===== src/rtl/compressed_block_unpacker.sv =====
// rtl/compressed_block_unpacker.sv - header+payload word stream to parallel zero-compressed block
// Optional feature macro: UNPACKER_BLK_CNT_EN (adds blk_cnt / drop_cnt outputs)
module compressed_block_unpacker #(
  parameter int WORD_L     = 8,
  parameter int IN_PORT_L  = 4,
  parameter int OUT_PORT_L = 8
) (
  input  logic                          clk,
  input  logic                          rst,
  input  logic [WORD_L-1:0]             in_data,
  input  logic                          in_valid,
  output logic                          in_ready,
  output logic [OUT_PORT_L-1:0]         out_header,
  output logic [IN_PORT_L*WORD_L-1:0]   out_words,
  output logic                          out_valid,
  input  logic                          out_ready,
  output logic                          proto_err
`ifdef UNPACKER_BLK_CNT_EN
  ,
  output logic [15:0]                   blk_cnt,
  output logic [15:0]                   drop_cnt
`endif
);

  localparam int CW = $clog2(OUT_PORT_L + 1);

  typedef enum logic [1:0] {S_HDR, S_PAYLOAD, S_DROP, S_OUT} state_t;

  state_t                        state, state_nxt;
  logic [OUT_PORT_L-1:0]         hdr_reg;
  logic [IN_PORT_L*WORD_L-1:0]   buf_q;
  logic [CW-1:0]                 need;
  logic [CW-1:0]                 cnt;
  logic [CW-1:0]                 cnt_inc;
  logic [CW-1:0]                 hdr_pc;
  logic                          hdr_over;
  logic                          in_fire;
  logic                          out_fire;

  function automatic logic [CW-1:0] popcount(input logic [OUT_PORT_L-1:0] v);
    logic [CW-1:0] c;
    c = '0;
    for (int i = 0; i < OUT_PORT_L; i++) c = c + CW'(v[i]);
    return c;
  endfunction

  assign hdr_pc   = popcount(in_data[OUT_PORT_L-1:0]);
  assign hdr_over = (hdr_pc > CW'(IN_PORT_L));
  assign cnt_inc  = cnt + CW'(1);
  assign in_fire  = in_valid && in_ready;
  assign out_fire = out_valid && out_ready;

  always_ff @(posedge clk) begin
    if (rst) state <= S_HDR;
    else     state <= state_nxt;
  end

  always_comb begin
    state_nxt = state;
    case (state)
      S_HDR: begin
        if (in_fire) begin
          if (hdr_pc == '0)   state_nxt = S_OUT;
          else if (hdr_over)  state_nxt = S_DROP;
          else                state_nxt = S_PAYLOAD;
        end
      end
      S_PAYLOAD: if (in_fire && (cnt_inc == need)) state_nxt = S_OUT;
      S_DROP:    if (in_fire && (cnt_inc == need)) state_nxt = S_HDR;
      S_OUT:     if (out_fire) state_nxt = S_HDR;
      default:   state_nxt = S_HDR;
    endcase
  end

  // Outputs read the holding registers directly; those only change outside S_OUT.
  always_comb begin
    in_ready   = 1'b0;
    out_valid  = 1'b0;
    out_header = hdr_reg;
    out_words  = buf_q;
    if (rst) begin
      out_header = '0;
      out_words  = '0;
    end else begin
      in_ready  = (state != S_OUT);
      out_valid = (state == S_OUT);
    end
  end

  always_ff @(posedge clk) begin
    if (rst) begin
      hdr_reg   <= '0;
      buf_q     <= '0;
      need      <= '0;
      cnt       <= '0;
      proto_err <= 1'b0;
    end else begin
      case (state)
        S_HDR: begin
          if (in_fire) begin
            hdr_reg <= in_data[OUT_PORT_L-1:0];
            need    <= hdr_pc;
            cnt     <= '0;
            buf_q   <= '0;
            if (hdr_over) proto_err <= 1'b1;
          end
        end
        S_PAYLOAD: begin
          if (in_fire) begin
            for (int i = 0; i < IN_PORT_L; i++) begin
              if (cnt == CW'(i)) buf_q[i*WORD_L +: WORD_L] <= in_data;
            end
            cnt <= cnt_inc;
          end
        end
        S_DROP: if (in_fire) cnt <= cnt_inc;
        default: ;
      endcase
    end
  end

`ifdef UNPACKER_BLK_CNT_EN
  always_ff @(posedge clk) begin
    if (rst) begin
      blk_cnt  <= '0;
      drop_cnt <= '0;
    end else begin
      if (out_fire) blk_cnt <= blk_cnt + 16'd1;
      if ((state == S_HDR) && in_fire && hdr_over) drop_cnt <= drop_cnt + 16'd1;
    end
  end
`endif

endmodule


===== config.mk =====
export PLATFORM = sky130hd
export DESIGN_NAME = compressed_block_unpacker
export DESIGN_NICKNAME = d
export VERILOG_FILES = /design/src/rtl/compressed_block_unpacker.sv
export SDC_FILE = /design/constraint.sdc
export NUM_CORES = 1
export LEC_CHECK = 0
export ABC_AREA = 1
export BUFFER_PORTS_ARGS = -buffer_cell sky130_fd_sc_hd__buf_2
export CAP_MARGIN = 40
export CORE_AREA = 2 2 94 78
export DETAILED_ROUTE_END_ITERATION = 7
export DIE_AREA = 0 0 96 80
export PLACE_DENSITY = 0.7
export SLEW_MARGIN = 40
export SYNTH_ARGS = -nofsm -noshare
export SYNTH_HDL_FRONTEND = slang
export SYNTH_SLANG_ARGS = --single-unit

===== constraint.sdc =====
create_clock -name clk -period 8.13 [get_ports clk]
set_input_delay 1.626 -clock clk [delete_from_list [all_inputs] [get_ports clk]]
set_output_delay 1.626 -clock clk [all_outputs]
set_load 0.01 [all_outputs]

==> insert_results.sql, run 1 <==
INSERT INTO impl_metrics (metric_group, metric, value, unit) VALUES
('die', 'die_height', '80', 'µm'),
('finish', 'largest_reg_flops', '32', ''),
('yosys', 'postSynthCellCount', '377', ''),
('die', 'boundaryPins', '55', ''),
('place', 'numPortBuffers', '54', ''),
('timing', 'hold_viol', '0', ''),
('drt', 'vias_per_cell', '4.68', ''),
('drt', 'drc_violations_left', '0', ''),
('clocking', 'ctsRootBufferMaster', 'clkbuf_8', ''),
('critical_path', 'critical_path.startpoint_type', 'primary input', ''),
('yosys', 'ys_top_cells_by_count', 'inv_1, a21oi_1, dfxtp_1', ''),
('critical_path', 'worst_path_largest_cell_delay', '0.53', 'ns'),
('global_route', 'antenna_found_initial', '0', ''),
('critical_path', 'r2r-start', 'state[1]$_SDFFE_PP0P_', ''),
('clocking', 'cts_hold_buf', '0', ''),
('pwr', 'power_density', '268', 'mW/mm²'),
('critical_path', 'slowest_stage', 'fa_1', ''),
('critical_path', 'cp_cell_sequence', 'buf_2, fa_1, inv_1, fa_1, fa_1, inv_1, ha_1, inv_1, fa_1, inv_1, nor2_1, inv_1, nand2_1, nand3_1, o21ai_0, inv_1, nand3_1, nand2_1, nor2_1', ''),
('drt', 'via_count', '2391', ''),
('critical_path', 'worst_ep_required_time', '8.39', 'ns'),
('timing', 'min_period_over_period', '56.1', '%'),
('clocking', 'cts_inserted_buffers', '5', ''),
('finish', 'layout.core_utilization', '45.8', '%'),
('pwr', 'static_leakage', '1.51', 'nW'),
('global_route', 'grt_pass1_wl', '10.4', 'mm'),
('critical_path', 'critPathCapture', 'state[0]$_SDFFE_PP0P_', ''),
('clocking', 'clockBufferDepth', '2', ''),
('timing', 'hold_ws', '0.460', 'ns'),
('critical_path', 'critical_path.most_common_cell', 'inv_1', ''),
('yosys', 'yosys.area.top_type', 'dfxtp_1', ''),
('global_route', 'global_route.overflow_total', '0', ''),
('drt', 'detailedRoute.firstIterationViolations', '123', ''),
('yosys', 'yosys_cell_types', '25', ''),
('yosys', 'synth_edf_count', '0', ''),
('critical_path', 'critPathMaxFanout', '3', ''),
('timing', 'final_period_minus_worst_setup_slack', '4.56', 'ns'),
('finish', 'finish.net_count', '450', ''),
('yosys', 'synth-async-reset-ratio', '0', '%'),
('timing', 'postLayoutSetupSlackWorst', '3.57', 'ns'),
('global_route', 'number_of_global_route_vias_before_repair', '2118', ''),
('critical_path', 'crit_path_capture_type', 'flip-flop', ''),
('yosys', 'yosys_warnings', '0', ''),
('yosys', 'ys_ff_latch', '51', ''),
('global_route', 'global_route.usage.total', '17.6', '%'),
('critical_path', 'critPathLaunch', 'in_data[0]', ''),
('die', 'die_w', '96', 'µm'),
('critical_path', 'reg2reg_setup_slack', '5.96', 'ns'),
('critical_path', 'r2r_depth', '7', ''),
('critical_path', 'setup.worst_path.class', 'in2reg', ''),
('timing', 'finalClockSkew', '0.00748', 'ns'),
('die', 'core_region_area', '0.00672', 'mm²'),
('place', 'routability_congestion', '0.875', ''),
('place', 'dp_hpwl', '4.74', 'mm'),
('timing', 'final-max-slew-violation-count', '0', ''),
('timing', 'max_clock_freq', '219', 'MHz'),
('drt', 'final_antenna_violating_net_count', '0', ''),
('yosys', 'synth.yosys.seq_area_share', '38.8', '%'),
('finish', 'final_layout_size_suffix_gt1_share', '17.2', '%'),
('status', 'status', 'complete, no violations', ''),
('finish', 'antenna-diode-count', '0', ''),
('drt', 'drt-pass1-iter-count', '5', ''),
('clocking', 'htreeDepth', '2', ''),
('timing', 'grt_setup_unrepaired', 'no', ''),
('yosys', 'synth.net_count', '404', ''),
('finish', 'area_growth', '17.1', '%'),
('critical_path', 'timing.rr.end', 'buf_q[30]$_SDFFE_PP0P_', ''),
('hold_path', 'min-delay-start', 'buf_q[2]$_SDFFE_PP0P_', ''),
('yosys', 'synth_top_cell_area_share', '38.8', '%'),
('clocking', 'post_cts.resized_instances', '0', ''),
('global_route', 'grt_max_degree', '51', ''),
('yosys', 'synth_area', '0.00263', 'mm²');
==> tightest hold or removal path, delay by kind of cell, from the launching register on <==
family                 cells  cell delay, ns
AOI/OAI and AO/OA          1            0.05
buffers and inverters      1            0.06
DFF                        1            0.31
==> worst min-delay path by stage <==
stage	endpoint	slack (ns)	depth (start not counted)
floorplan	buf_q[28]$_SDFFE_PP0P_	0.43	2
global placement	buf_q[3]$_SDFFE_PP0P_	0.44	2
detailed placement	buf_q[3]$_SDFFE_PP0P_	0.45	2
CTS	buf_q[3]$_SDFFE_PP0P_	0.46	2
global route	buf_q[28]$_SDFFE_PP0P_	0.48	2
finish	buf_q[2]$_SDFFE_PP0P_	0.46	2
==> power by group <==
part           internal, mW  switching, mW  leakage (nW)
combinational         0.100          0.184          1.03
sequential            0.305         0.0270         0.417
clock                 0.123         0.0882        0.0644
total                 0.527          0.299          1.51
==> layer usage <==
layer	wire length, µm	GRT usage (%)
met1	3380	25.7
met5	0	0
met4	122	6.14
met2	2690	25.8
met3	352	3.21
==> metrics by stage <==
stage | std cells | power [mW] | instance area [µm²]
CTS | 511 | 0.828 | 3080
detailed placement | 503 | 0.617 | 2940
global placement | 503 | 0.609 | 2940
floorplan | 377 | 0.541 | 2630
finish | 511 | 0.827 | 3080
global route | 511 | 0.888 | 3080
==> final cells by class <==
class | count | area, µm²
well taps | 87 | 109
multi-input cells | 227 | 1220
inverters | 83 | 312
flip-flops and latches | 51 | 1020
repair buffers | 55 | 280
fillers | 695 | 3640
clock inverters | 3 | 67.6
clock buffers | 5 | 68.8
==> cell usage in the layout, fill, tap and decap left out, drive strengths merged, types with 2 or more instances in the layout <==
cell,instances
fa,4
inv,83
clkbuf,5
o21ai,45
ha,11
nor2,52
nand2,41
dfxtp,51
a211oi,3
xnor2,2
nand4,3
a21oi,53
buf,55
nand3,10
bufinv,2
==> cell families (layout without fill, tap and decap cells) <==
logic type      after synthesis  after routing  synth area share [%]
buf+inv                      99            146                  14.7
compound gates              102            102                  20.0
flops                        51             51                  38.8
xor+xnor                      3              3                 0.999
fa+ha+maj                    15             15                  8.28
simple gates                107            107                  17.2
Power figures use the tool's default switching activity.
==> inputs of run 2 (changes only) <==
--- a/config.mk
+++ b/config.mk
@@ -11,7 +11,7 @@
 export CORE_AREA = 2 2 94 78
 export DETAILED_ROUTE_END_ITERATION = 7
 export DIE_AREA = 0 0 96 80
-export PLACE_DENSITY = 0.7
+export PLACE_DENSITY = 0.73
 export SLEW_MARGIN = 40
 export SYNTH_ARGS = -nofsm -noshare
 export SYNTH_HDL_FRONTEND = slang
==> constraint.sdc (replaced) <==
create_clock -name clk -period 4.1 [get_ports clk]
set_input_delay 0.82 -clock clk [delete_from_list [all_inputs] [get_ports clk]]
set_output_delay 0.82 -clock clk [all_outputs]
set_load 0.01 [all_outputs]
==> run 2 against run 1 <==
  * Core utilization rose by 0.074 points
  * Routed wire length fell by 2.0%
  * First-iteration DRC count rose by 9.8%
  * Clock power rose by 96%
  * Critical path type unchanged
  * Cell count rose by 0.20%
==> insert_results.sql, run 2 (synthesized netlist as in run 1, its figures left out) <==
INSERT INTO impl_metrics (metric_group, metric, value, unit) VALUES
('global_route', 'grt_pass1_wl', '10.2', 'mm'),
('hold_path', 'min-delay-start', 'hdr_reg[2]$_SDFFE_PP0P_', ''),
('drt', 'drt-wirelength-per-cell', '12.5', 'µm'),
('clocking', 'cts.sinks', '51', ''),
('drt', 'drt-pass1-iter-count', '4', ''),
('pwr', 'static_leakage', '1.52', 'nW'),
('clocking', 'clock_tree_from_tritoncts', 'yes', ''),
('hold_path', 'worstHoldEndpoint', 'hdr_reg[2]$_SDFFE_PP0P_', ''),
('critical_path', 'r2r_depth', '6', ''),
('drt', 'final_antenna_violating_net_count', '0', ''),
('die', 'core_region_area', '0.00672', 'mm²'),
('timing', 'final.setup.tns', '0', 'ns'),
('clocking', 'postCtsSetupBuffers', '0', ''),
('die', 'boundaryPins', '55', ''),
('drt', 'drc_violations_left', '0', ''),
('critical_path', 'timing.rr.end', 'buf_q[3]$_SDFFE_PP0P_', ''),
('timing', 'setup_violations', '0', ''),
('global_route', 'grt_max_degree', '45', ''),
('timing', 'finalClockSkew', '0.00903', 'ns'),
('timing', 'worst-slew-pin-transition', '0.661', 'ns'),
('critical_path', 'r2r-start', 'state[0]$_SDFFE_PP0P_', ''),
('clocking', 'clk-insertion-delay-late', '0.30', 'ns'),
('hold_path', 'hold_path_class', 'reg2reg', ''),
('status', 'status', 'complete, no violations', ''),
('timing', 'grt_setup_unrepaired', 'no', ''),
('clocking', 'cts.clk_slew.worst_paths', '0.10', 'ns'),
('drt', 'via_count', '2433', ''),
('clocking', 'cts_hold_buf', '0', ''),
('timing', 'final_period_minus_worst_setup_slack', '3.70', 'ns'),
('critical_path', 'worst_ep_required_time', '4.35', 'ns'),
('drt', 'postRouteWirelength', '6.42', 'mm'),
('global_route', 'global_route.usage.total', '17.2', '%'),
('timing', 'min_period_over_period', '90.1', '%'),
('critical_path', 'setup.worst_path.class', 'in2reg', ''),
('timing', 'max_slew_margin', '55.8', '%'),
('finish', 'finish.net_count', '451', ''),
('place', 'placed_cells_incl_taps', '504', ''),
('die', 'die_height', '80', 'µm'),
('timing', 'final-max-slew-violation-count', '0', ''),
('pwr', 'power_density', '529', 'mW/mm²'),
('place', 'dp_hpwl', '4.68', 'mm'),
('finish', 'antenna-diode-count', '0', ''),
('clocking', 'post_cts.resized_instances', '0', ''),
('global_route', 'number_of_global_route_vias_before_repair', '2117', ''),
('die', 'initial_utilization', '39.1', '%'),
('hold_path', 'min_path_cells', '2', ''),
('critical_path', 'critical_path.startpoint_type', 'primary input', ''),
('timing', 'hold_viol', '0', ''),
('drt', 'vias_per_cell', '4.75', ''),
('pwr', 'report.power.total', '1.63', 'mW'),
('critical_path', 'critPathMaxFanout', '3', ''),
('global_route', 'global_route.overflow_total', '0', ''),
('timing', 'max_clock_freq', '271', 'MHz'),
('finish', 'final_layout_size_suffix_gt1_share', '17.4', '%'),
('die', 'core.rowCount', '27', ''),
('clocking', 'clockBufferDepth', '2', ''),
('drt', 'detailedRoute.firstIterationViolations', '135', ''),
('place', 'numPortBuffers', '54', ''),
('die', 'die_w', '96', 'µm'),
('critical_path', 'crit_path_capture_type', 'flip-flop', ''),
('clocking', 'ctsRootBufferMaster', 'clkbuf_8', ''),
('critical_path', 'reg2reg_setup_slack', '1.97', 'ns'),
('clocking', 'cts_inserted_buffers', '5', ''),
('pwr', 'ir_worst_vdd', '224', 'µV'),
('finish', 'largest_reg_flops', '32', ''),
('global_route', 'antenna_found_initial', '0', ''),
('finish', 'post_layout_nonfiller_instances', '512', ''),
('place', 'routability_congestion', '0.841', ''),
('finish', 'final_cell_mix', 'inv_1, buf_2, a21oi_1, dfxtp_1, nor2_1', ''),
('critical_path', 'cp_data_arrival_time', '3.95', 'ns'),
('finish', 'final_common_cell', 'inv_1', ''),
('die', 'die_area', '0.00768', 'mm²'),
('clocking', 'htreeDepth', '2', ''),
('finish', 'area_growth', '17.3', '%'),
('run', 'max-cap-violations', '0', '');
==> run 2: cell types whose count changed in the layout (fill, tap and decap cells not counted) <==
cell and change:
buf_2 +1
==> run 2: stage by stage <==
| step | setup WS [ns] | area (µm²) | util [%] | hold slack, ns |
|---|---|---|---|---|
| 6_report | 0.404 | 3080 | 45.9 | 0.460 |
| 5_1_grt | 0.221 | 3080 | 45.9 | 0.473 |
| 4_1_cts | 0.440 | 3080 | 45.9 | 0.461 |
| 3_5_place_dp | 0.126 | 2950 | 43.8 | 0.447 |
| 3_3_place_gp | 0.157 | 2950 | 43.8 | 0.441 |
| 2_1_floorplan | 0.405 | 2630 | - | 0.430 |
==> run 2: cell type report <==
cell class | count | area (µm²)
Clock inverter | 3 | 67.6
Fill cell | 701 | 3640
Clock buffer | 5 | 68.8
Multi-Input combinational cell | 227 | 1220
Inverter | 83 | 312
Timing Repair Buffer | 56 | 285
Tap cell | 87 | 109
Sequential cell | 51 | 1020
==> run 2: per-layer routing <==
metal  routed length, µm  up-vias  GRT usage (%)  part of all wire (%)
met5                   0        -              0                     0
met4                  62        0           4.71                  0.97
li1                    -     1259              -                     -
met1                3200     1094           25.4                    50
met3                 404        5           3.59                   6.3
met2                2750       75           25.1                    43
==> run 2: power breakdown <==
part / leakage [nW] / internal, mW / switching, mW / total [mW]
Clock: 0.0644 / 0.243 / 0.170 / 0.414
Combinational: 1.04 / 0.198 / 0.365 / 0.563
Sequential: 0.417 / 0.604 / 0.0519 / 0.656
Total: 1.52 / 1.05 / 0.587 / 1.63
==> run 2: worst max-delay path: stages <==
cell,delay [ns]
buf_2,0.12
fa_1,0.54
inv_1,0.05
fa_1,0.49
fa_1,0.41
inv_1,0.06
ha_1,0.15
inv_1,0.06
fa_1,0.50
inv_1,0.05
nor2_1,0.12
inv_1,0.06
nand2_1,0.10
nand3_1,0.07
o21ai_0,0.09
inv_1,0.05
nand3_1,0.07
nand2_1,0.05
nor2_1,0.08
==> run 2: how the worst max path moves through the flow <==
stage | slack (ns) | to | start
2_1_floorplan | 0.41 | state[0]$_SDFFE_PP0P_ | in_data[0]
3_3_place_gp | 0.16 | state[0]$_SDFFE_PP0P_ | in_data[0]
3_5_place_dp | 0.13 | state[0]$_SDFFE_PP0P_ | in_data[0]
4_1_cts | 0.44 | state[0]$_SDFFE_PP0P_ | in_data[0]
5_1_grt | 0.22 | state[0]$_SDFFE_PP0P_ | in_data[0]
6_report | 0.40 | state[0]$_SDFFE_PP0P_ | in_data[0]
==> inputs of run 3 (changes only) <==
--- a/config.mk
+++ b/config.mk
@@ -5,13 +5,12 @@
 export SDC_FILE = /design/constraint.sdc
 export NUM_CORES = 1
 export LEC_CHECK = 0
-export ABC_AREA = 1
 export BUFFER_PORTS_ARGS = -buffer_cell sky130_fd_sc_hd__buf_2
 export CAP_MARGIN = 40
-export CORE_AREA = 2 2 94 78
+export CORE_AREA = 2 2 95 79
 export DETAILED_ROUTE_END_ITERATION = 7
-export DIE_AREA = 0 0 96 80
-export PLACE_DENSITY = 0.73
+export DIE_AREA = 0 0 97 81
+export PLACE_DENSITY = 0.72
 export SLEW_MARGIN = 40
 export SYNTH_ARGS = -nofsm -noshare
 export SYNTH_HDL_FRONTEND = slang
==> run 3 against run 2 <==
  * Clock power decreased by 25%
  * Fmax increased by 3.1%
  * Cell count decreased by 13%
  * Clock skew decreased by 0.0047 ns
  * Routed wire length decreased by 11%
  * Combinational power decreased by 18%
  * Register-to-register slack improved by 0.10 ns
  * Sequential share of layout area decreased by 0.41 points
  * Synthesized cell count decreased by 19%
  * Critical endpoint is now state[1]$_SDFFE_PP0P_
  * Largest power group unchanged
==> insert_results.sql, run 3 <==
INSERT INTO impl_metrics (metric_group, metric, value, unit) VALUES
('yosys', 'synth_area', '0.00267', 'mm²'),
('global_route', 'grt_pass1_wl', '9.49', 'mm'),
('timing', 'final-max-slew-violation-count', '0', ''),
('critical_path', 'critPathMaxFanout', '3', ''),
('drt', 'via_count', '2127', ''),
('timing', 'final_period_minus_worst_setup_slack', '3.59', 'ns'),
('run', 'max-cap-violations', '0', ''),
('global_route', 'global_route.overflow_total', '0', ''),
('clocking', 'cts.clk_slew.worst_paths', '0.09', 'ns'),
('clocking', 'htreeDepth', '2', ''),
('finish', 'final_cell_mix', 'buf_2, dfxtp_1, nor2_1, nor2b_1, mux2i_1', ''),
('critical_path', 'setup.worst_path.class', 'in2reg', ''),
('finish', 'post_layout_nonfiller_instances', '443', ''),
('place', 'placed_cells_incl_taps', '434', ''),
('timing', 'final.setup.tns', '0', 'ns'),
('timing', 'setup_violations', '0', ''),
('yosys', 'postSynthCellCount', '304', ''),
('yosys', 'yosys.cell_count.top_type', 'dfxtp_1', ''),
('critical_path', 'cp_cell_sequence', 'buf_2, fa_1, inv_1, fa_1, fa_1, inv_1, ha_1, inv_1, fa_1, nor2b_1, xnor2_1, nand3_1, o21ai_0, mux2i_1', ''),
('drt', 'drc_violations_left', '0', ''),
('yosys', 'synth_edf_count', '0', ''),
('global_route', 'grt_max_degree', '50', ''),
('clocking', 'cts.sinks', '51', ''),
('place', 'dp_hpwl', '4.18', 'mm'),
('place', 'dp_slack', '0.163', 'ns'),
('finish', 'largest_reg_flops', '32', ''),
('yosys', 'yosys_cell_types', '29', ''),
('yosys', 'average_cell_area_after_synthesis', '8.77', 'µm²'),
('critical_path', 'critical_path.startpoint_type', 'primary input', ''),
('yosys', 'yosys.area.top_type', 'dfxtp_1', ''),
('yosys', 'synth.net_count', '331', ''),
('yosys', 'post_synth_fa_ha_maj_area_fraction', '8.17', '%'),
('clocking', 'clock_tree_from_tritoncts', 'yes', ''),
('timing', 'hold_ws', '0.455', 'ns'),
('yosys', 'synth_top_cell_area_share', '38.3', '%'),
('drt', 'detailedRoute.firstIterationViolations', '170', ''),
('clocking', 'postCtsSetupBuffers', '0', ''),
('timing', 'max_clock_freq', '279', 'MHz'),
('die', 'boundaryPins', '55', ''),
('place', 'routability_congestion', '0.790', ''),
('die', 'die_area', '0.00786', 'mm²'),
('clocking', 'post_cts.resized_instances', '0', ''),
('pwr', 'report.power.total', '1.33', 'mW'),
('clocking', 'ctsRootBufferMaster', 'clkbuf_8', ''),
('critical_path', 'worst_path_largest_cell_delay', '0.53', 'ns'),
('die', 'core.rowCount', '28', ''),
('clocking', 'cts_hold_buf', '0', ''),
('finish', 'antenna-diode-count', '0', ''),
('place', 'numPortBuffers', '54', ''),
('finish', 'finish.net_count', '379', ''),
('finish', 'area_growth', '17.2', '%'),
('critical_path', 'worst_ep_required_time', '4.29', 'ns'),
('yosys', 'synth-async-reset-ratio', '0', '%'),
('drt', 'final_antenna_violating_net_count', '0', ''),
('critical_path', 'reg2reg_setup_slack', '2.07', 'ns'),
('timing', 'finalClockSkew', '0.00430', 'ns'),
('drt', 'vias_per_cell', '4.80', ''),
('pwr', 'static_leakage', '1.36', 'nW'),
('clocking', 'clockBufferDepth', '2', ''),
('timing', 'postLayoutSetupSlackWorst', '0.515', 'ns'),
('critical_path', 'cp_data_arrival_time', '3.78', 'ns'),
('die', 'die_w', '97', 'µm'),
('yosys', 'post_synth_main_area_contributors', 'dfxtp_1, mux2i_1, nor2b_1', ''),
('critical_path', 'critical_path.most_common_cell', 'fa_1', ''),
('drt', 'drt-pass1-iter-count', '4', ''),
('die', 'die_height', '81', 'µm'),
('global_route', 'antenna_found_initial', '0', ''),
('critical_path', 'slowest_stage', 'fa_1', ''),
('pwr', 'power_density', '427', 'mW/mm²'),
('finish', 'final_layout_size_suffix_gt1_share', '19.5', '%'),
('hold_path', 'hold_path_class', 'reg2reg', ''),
('timing', 'worst-slew-pin-transition', '0.486', 'ns'),
('clocking', 'cts_inserted_buffers', '5', ''),
('clocking', 'clk-insertion-delay-late', '0.31', 'ns'),
('timing', 'max_slew_margin', '67.3', '%'),
('yosys', 'synth.yosys.seq_area_share', '38.3', '%'),
('status', 'status', 'complete, no violations', ''),
('timing', 'hold_viol', '0', ''),
('timing', 'grt_setup_unrepaired', 'no', ''),
('yosys', 'post_synth_and_or_nand_nor_area_fraction', '25.8', '%'),
('yosys', 'synthXorXnorAreaFrac', '2.63', '%'),
('yosys', 'predominant_post_synthesis_flop_cell', 'dfxtp_1', ''),
('yosys', 'synth_compound_area_share', '8.17', '%'),
('die', 'core_region_area', '0.00704', 'mm²'),
('global_route', 'global_route.usage.total', '15.1', '%'),
('timing', 'min_period_over_period', '87.4', '%'),
('yosys', 'ys_top_cells_by_count', 'dfxtp_1, nor2_1, nor2b_1', ''),
('drt', 'drt-wirelength-per-cell', '13.0', 'µm'),
('critical_path', 'crit_path_capture_type', 'flip-flop', ''),
('global_route', 'number_of_global_route_vias_before_repair', '1978', ''),
('pwr', 'ir_worst_vdd', '158', 'µV'),
('yosys', 'yosys_warnings', '0', ''),
('finish', 'final_common_cell', 'buf_2', ''),
('yosys', 'ys_ff_latch', '51', ''),
('drt', 'postRouteWirelength', '5.74', 'mm'),
('yosys', 'synth_top_family_by_area', 'simple AND/OR/NAND/NOR gates', ''),
('die', 'initial_utilization', '37.8', '%'),
('yosys', 'post_synth_mux_area_share', '12.8', '%');
run 3: cell types whose count changed in the layout (fill, tap and decap cells not counted), sizes merged, moves of 3 or more:
cell / delta
nand3: -7
nand2b: +5
and2: +9
mux2i: +34
inv: -69
nand4: -3
clkbuf: +3
xnor2: +4
a21oi: -33
nor2b: +43
nand2: -14
nor2: -7
o21ai: -40
run 3: per-stage QoR:
step,util [%],instance area [µm²]
6_report,44.3,3120
3_3_place_gp,42.7,3010
2_1_floorplan,-,2670
4_1_cts,44.2,3110
3_5_place_dp,42.7,3010
5_1_grt,44.3,3120
run 3: cell type report:
| type | count | area, µm² |
|---|---|---|
| Clock buffer | 8 | 100 |
| Fill cell | 706 | 3920 |
| Inverter | 14 | 52.6 |
| Multi-Input combinational cell | 224 | 1530 |
| Sequential cell | 51 | 1020 |
| Tap cell | 90 | 113 |
| Timing Repair Buffer | 56 | 304 |
run 3: critical path, delay by kind of cell:
family,cells,cell delay [ns]
adders and majority gates,5,2.08
buffers and inverters,4,0.30
and+or+nand+nor,2,0.27
xor gates and xnor gates,1,0.13
AOI/OAI and AO/OA,1,0.09
muxes,1,0.08
run 3: routing by layer:
| metal | wire length, µm | GRT usage [%] | part of all wire (%) |
|---|---|---|---|
| met1 | 2670 | 19.3 | 46 |
| met2 | 2670 | 25.3 | 46 |
| met3 | 366 | 4.99 | 6.4 |
| met4 | 42 | 2.96 | 0.73 |
| met5 | 0 | 0 | 0 |
run 3: path summary, 6_finish.rpt:
kind                            cells past startpoint                    start                      end
worst max register to register                      6    state[0]$_SDFFE_PP0P_    buf_q[4]$_SDFFE_PP0P_
worst min register to register                      2  hdr_reg[7]$_SDFFE_PP0P_  hdr_reg[7]$_SDFFE_PP0P_
worst max-delay path                               14               in_data[0]    state[1]$_SDFFE_PP0P_
worst min-delay path                                2  hdr_reg[7]$_SDFFE_PP0P_  hdr_reg[7]$_SDFFE_PP0P_
run 3: logic make-up after synthesis:
kind of cell | after synthesis
compound gates | 30
xor+xnor | 8
fa+ha+maj | 15
buf+inv | 29
flops | 51
mux | 34
simple gates | 137
run 3: report_power, final:
part	total [mW]	switching, mW	internal [mW]
combinational	0.463	0.273	0.189
clock	0.311	0.157	0.154
sequential	0.560	0.0260	0.534
